## config.mk

```make
export PLATFORM = sky130hd
export DESIGN_NAME = hammer_sprite_loader
export DESIGN_NICKNAME = d
export VERILOG_FILES = /design/src/rtl/hammer_sprite_loader.sv
export SDC_FILE = /design/constraint.sdc
export NUM_CORES = 1
export LEC_CHECK = 0
export CORE_AREA = 2 2 71 73
export DETAILED_ROUTE_END_ITERATION = 12
export DIE_AREA = 0 0 73 75
export PLACE_DENSITY_LB_ADDON = 0.3
export SLEW_MARGIN = 5
export SYNTH_ARGS = -nofsm -noshare
export SYNTH_HDL_FRONTEND = slang
export SYNTH_SLANG_ARGS = --single-unit
export TNS_END_PERCENT = 20
```

## constraint.sdc

```tcl
create_clock -name clk -period 4.3 [get_ports clk]
set_input_delay 0.645 -clock clk [delete_from_list [all_inputs] [get_ports clk]]
set_output_delay 0.645 -clock clk [all_outputs]
set_load 0.02 [all_outputs]
```

## src/rtl/hammer_sprite_loader.sv

```systemverilog
// Hammer sprite loader: unpacks a byte stream of palette codes into sprite RAM pixel writes.
// Optional build macro HAMMER_LDR_CHROMA_SKIP_EN suppresses writes of chroma-key code 0.
module hammer_sprite_loader #(
    parameter int unsigned ADDR = 10,
    parameter int unsigned PW   = 4,
    parameter int unsigned BW   = 8
) (
    input  logic            clk,
    input  logic            reset,
    input  logic            start,
    input  logic [ADDR-1:0] base_addr,
    input  logic [ADDR:0]   len,
    input  logic            abort,
    input  logic [BW-1:0]   s_data,
    input  logic            s_valid,
    output logic            s_ready,
    output logic            we,
    output logic [ADDR-1:0] addr_w,
    output logic [PW-1:0]   pixel_in,
    output logic            busy,
    output logic            done
);

`ifdef HAMMER_LDR_CHROMA_SKIP_EN
    localparam bit ChromaSkip = 1'b1;
`else
    localparam bit ChromaSkip = 1'b0;
`endif

    typedef enum logic [2:0] {StIdle, StFetch, StWrLo, StWrHi, StFin} state_e;

    state_e          state_q, state_d;
    logic [ADDR-1:0] ptr_q, ptr_d;
    logic [ADDR:0]   rem_q, rem_d;
    logic [PW-1:0]   hi_q, hi_d;
    logic            we_q, we_d;
    logic [ADDR-1:0] addr_q, addr_d;
    logic [PW-1:0]   pix_q, pix_d;

    logic            wr_go;
    logic [ADDR-1:0] wr_addr;
    logic [PW-1:0]   wr_pix;
    logic            last_pix;

    assign last_pix = (rem_q == (ADDR+1)'(1));

    always_comb begin
        state_d = state_q;
        ptr_d   = ptr_q;
        rem_d   = rem_q;
        hi_d    = hi_q;
        we_d    = 1'b0;
        addr_d  = addr_q;
        pix_d   = pix_q;
        wr_go   = 1'b0;
        wr_addr = ptr_q;
        wr_pix  = s_data[PW-1:0];

        unique case (state_q)
            StIdle: begin
                if (start) begin
                    if (len != '0) begin
                        ptr_d   = base_addr;
                        rem_d   = len;
                        state_d = StFetch;
                    end else begin
                        state_d = StFin;
                    end
                end
            end
            StFetch: begin
                if (s_valid) begin
                    hi_d    = s_data[BW-1:PW];
                    wr_go   = 1'b1;
                    state_d = StWrLo;
                end
            end
            StWrLo: begin
                ptr_d = ptr_q + 1'b1;
                rem_d = rem_q - 1'b1;
                if (last_pix) begin
                    state_d = StFin;
                end else begin
                    wr_go   = 1'b1;
                    wr_addr = ptr_q + 1'b1;
                    wr_pix  = hi_q;
                    state_d = StWrHi;
                end
            end
            StWrHi: begin
                ptr_d   = ptr_q + 1'b1;
                rem_d   = rem_q - 1'b1;
                state_d = last_pix ? StFin : StFetch;
            end
            StFin:   state_d = StIdle;
            default: state_d = StIdle;
        endcase

        // The write on the bus during an abort cycle lands; nothing after it is issued.
        if (abort && state_q != StIdle) begin
            state_d = StIdle;
            wr_go   = 1'b0;
        end

        // Write port is registered one stage ahead so it appears in WR_LO/WR_HI.
        if (wr_go && (!ChromaSkip || wr_pix != '0)) begin
            we_d   = 1'b1;
            addr_d = wr_addr;
            pix_d  = wr_pix;
        end
    end

    always_ff @(posedge clk or posedge reset) begin
        if (reset) begin
            state_q <= StIdle;
            ptr_q   <= '0;
            rem_q   <= '0;
            hi_q    <= '0;
            we_q    <= 1'b0;
            addr_q  <= '0;
            pix_q   <= '0;
        end else begin
            state_q <= state_d;
            ptr_q   <= ptr_d;
            rem_q   <= rem_d;
            hi_q    <= hi_d;
            we_q    <= we_d;
            addr_q  <= addr_d;
            pix_q   <= pix_d;
        end
    end

    assign s_ready  = (state_q == StFetch);
    assign busy     = (state_q != StIdle);
    assign done     = (state_q == StFin);
    assign we       = we_q;
    assign addr_w   = addr_q;
    assign pixel_in = pix_q;

endmodule

```

==> parameters.txt <==
Parameter                              Value

Route
  DRC violation count after routing ... 0
  Vias ... 2372
  Remaining antenna violation count after routing ... 0
  Detailed-route vias per instance ... 6.50
  First-pass detailed-route iteration total ... 4
  1st-iter DRT viols ... 214
  Average routed wire per standard cell ... 17.0 um
  Routed Wire Length ... 6.21 mm

Synth
  Post-synth EDFFs ... 0
  Async set-reset flop share out of synthesis ... 100%
  Syn_nets ... approximately 300
  Leading cell types by total area after synthesis ... dfrtp_1 43%, a21oi_1 4.2%, a31oi_1 3.5%
  Area share of the largest cell type after synthesis ... 42.6%
  Part of the Yosys area used for sequential elements ... 42.6%
  Post-synth cell types ... 53
  Cell count after synthesis ... 267
  Post-synthesis register bit count ... 43
  Mean area per synthesized cell ... between 9 and 10 um2
  Post-synthesis instance area ... 2530 um2
  Most frequently used flop master after synthesis ... dfrtp_1
  Leading area contributor after synthesis ... dfrtp_1
  Count of warnings emitted by yosys ... 0

Finish
  Area Growth Syn to Fin ... 23.8%
  Number of nets in the final layout ... about 350
  Number of antenna repair diodes ... 0
  Fraction of final layout cells sized beyond drive strength 1 ... around 9.6%
  Total of fill cells in the finished design ... 405
  Area of all placed cells without fillers ... 3130 um2
  Final instance count without filler cells ... 365

STA
  Final number of setup-violating endpoints ... 0
  Fmax ... ~0.4 GHz
  Minimum period implied by the final worst setup slack ... 2.54 ns
  Count of final hold-check violations ... 0
  Actual slew at the worst max-slew pin ... 1.13 ns
  Final sum of negative setup slack ... 0 ns
  Setup repair after global routing missed its margin ... no
  Period utilisation layout ... 59.0%
  Relative slew slack ... 24.4%
  Final worst clock skew ... 0.00756 ns
  Max-slew violation total from the final report ... 0

CTS
  Clock buffers created by TritonCTS ... 5
  Clock-pin transition on the worst setup and hold timing paths ... 0.08 ns
  Post-CTS Repair Setup Buffers ... 0
  Post-CTS Hold Fix Bufs ... 0
  Worst-skew pair later-pin latency ... 0.30 ns
  H-tree depth reported by CTS ... 2
  Clk buf depth ... 2
  Sink Count ... 43
  TritonCTS clock tree ... yes
  Post-CTS resize count ... 0
  Clk Tree Root Cell ... clkbuf_8

Critical path
  Category of the worst setup path capture point ... primary output
  Top fanout value on the critical path ... 10
  Reg-to-reg startpoint ... rem_q[1]
  Internal reg-to-reg setup slack ... 2.07 ns
  R2r worst-path depth ... 6
  Critical Setup Path Class ... flop to primary output
  Required time at the worst-slack endpoint ... 3.65 ns
  Type of element launching the critical path ... flop
  Worst flop-to-flop path endpoint ... addr_w[6]
  Data arrival time of the worst path ... roughly 1.9 ns

Min path
  Worst Hold Path EP ... hi_q[0]
  Depth of the worst hold-timing path ... 1
  Worst Hold Launch ... hi_q[0]
  Class of the tightest hold or removal check ... flop to flop

GRT
  First-pass GRT wire length ... 10.4 mm
  Aggregate global routing overflow ... 0
  Via count of the first global-routing pass ... 2148
  Overall fraction of global-route tracks in use ... 24.7%
  Pin count of the biggest net entering global routing ... 44
  Number of antenna violations at the first check in global routing ... 0

Place
  Final GP Congestion ... 0.908
  Placed cell count ... 357
  Sum of net half-perimeters after detailed placement ... roughly 4.3 mm
  Post-placement cell area ... a little over 3000 um2
  # port buffers ... between 50 and 60

Floorplanning
  Count of pins on the block boundary ... 52
  Placeable core region ... 4660 um2
  Die Area ... 5480 um2
  Starting utilization of the core area ... 54.2%
  Die extent in y ... between 70 and 80 um
  FP Rows ... 25
  Width of the chip ... around 73 um

Run status
  Outcome ... complete, no violations

Pwr
  Power per standard cell area ... 641 nW/um2
  Leakage power figure ... 1.17 nW
  Maximum vdd ir drop ... 0.329 mV

Run
  Maxcap violations ... 0
-- routing by layer --
metal | up-vias | global-route usage (%) | wire length (um)
li1 | 1123 | - | -
met1 | 1151 | 34.3 | 2800
met2 | 88 | 38.8 | 2930
met3 | 10 | 5.35 | 376
met4 | 0 | 8.02 | 103
met5 | - | 0 | 0
-- power breakdown --
| group | total, mW | internal, mW | switching, mW |
|---|---|---|---|
| registers | 0.778 | 0.593 | 0.185 |
| clock network | 0.260 | 0.114 | 0.146 |
| logic | 0.968 | 0.456 | 0.512 |
| total | 2.01 | 1.16 | 0.844 |
-- registers in the layout, indices dropped and copies added (netlist names) --
signal    count
rem_q        11
ptr_q        10
we            1
addr_w       10
hi_q          4
pixel_in      4
state_q       3
-- worst max path at each step --
stage                     depth (start not counted)  slack (ns)  endpoint       start
after global routing                              3        1.68      busy  state_q[2]
after CTS                                         3        1.76      busy  state_q[2]
after floorplan                                   5        2.48  ptr_q[2]      len[9]
after detailed placement                          6        1.76  ptr_q[8]      len[9]
final                                             3        1.76      busy  state_q[2]
after global placement                            6        1.84  ptr_q[8]      len[9]
-- area by class of cell --
class | instances | area (um2) | area share (%)
Multi-Input combinational cell | 194 | 1320 | 42.1
Sequential cell | 43 | 1080 | 34.4
Timing Repair Buffer | 55 | 541 | 17.3
Tap cell | 54 | 67.6 | 2.16
Clock inverter | 2 | 12.5 | 0.400
Inverter | 11 | 41.3 | 1.32
Clock buffer | 6 | 72.6 | 2.32
-- metrics by stage --
stage	hold WS [ns]	worst slack (ns)	util [%]	power, mW
after CTS	0.515	1.76	67.1	2.00
after floorplan	0.470	2.48	-	1.41
after detailed placement	0.496	1.76	65.3	1.74
after global placement	0.488	1.84	65.3	1.72
after global routing	0.532	1.68	67.1	2.15
final	0.512	1.76	67.1	2.01
-- synthesized netlist by cell type (2+ instances only) --
master      n
nand3_1     6
a2bb2oi_1   3
nor3b_1     2
nand4_1     3
a221oi_1    4
mux2_2      4
o21a_1      2
clkbuf_1   14
a22oi_1     6
o2bb2ai_1   8
o32ai_1     3
dfrtp_1    43
buf_1       2
a21oi_1    21
or3_1       9
nor3_1     11
a311oi_1    3
ha_1        3
nor4_1      5
a211oi_1    2
buf_6       3
nor2_1     15
o221a_2     6
o22ai_1     2
inv_1      11
xnor2_1     4
nand2_1    16
a31oi_1    14
o21ai_0     5
nand2b_1    6
o211ai_1    9
-- worst max-delay path: stages, from the launching register on --
cell,delay [ns]
dfrtp_1,0.48
nor3_1,0.46
inv_1,0.09
clkdlybuf4s50_1,0.56
-- layout by cell type (no fill, tap or decap), types with 5 or more instances in the layout --
master	synthesis	routed
clkdlybuf4s50_1	0	51
o2bb2ai_1	8	8
o221a_2	6	6
o21ai_0	5	5
nor2_1	15	15
a31oi_1	14	14
or3_1	9	9
dfrtp_1	43	43
a21oi_1	21	21
nor4_1	5	5
nand3_1	6	6
nand2_1	16	16
o211ai_1	9	9
a22oi_1	6	6
nand2b_1	6	6
nor3_1	11	11
clkbuf_8	0	5
inv_1	11	11
-- logic make-up after synthesis --
| group | after synthesis | synth area share (%) |
|---|---|---|
| and+or+nand+nor | 83 | 17.6 |
| muxes | 5 | 2.18 |
| xor gates and xnor gates | 4 | 1.39 |
| AOI/OAI and AO/OA | 99 | 29.5 |
| DFF | 43 | 42.6 |
| buffers and inverters | 30 | 5.35 |
| adders and majority gates | 3 | 1.49 |
Note: power is estimated with default switching activity, not from simulation.
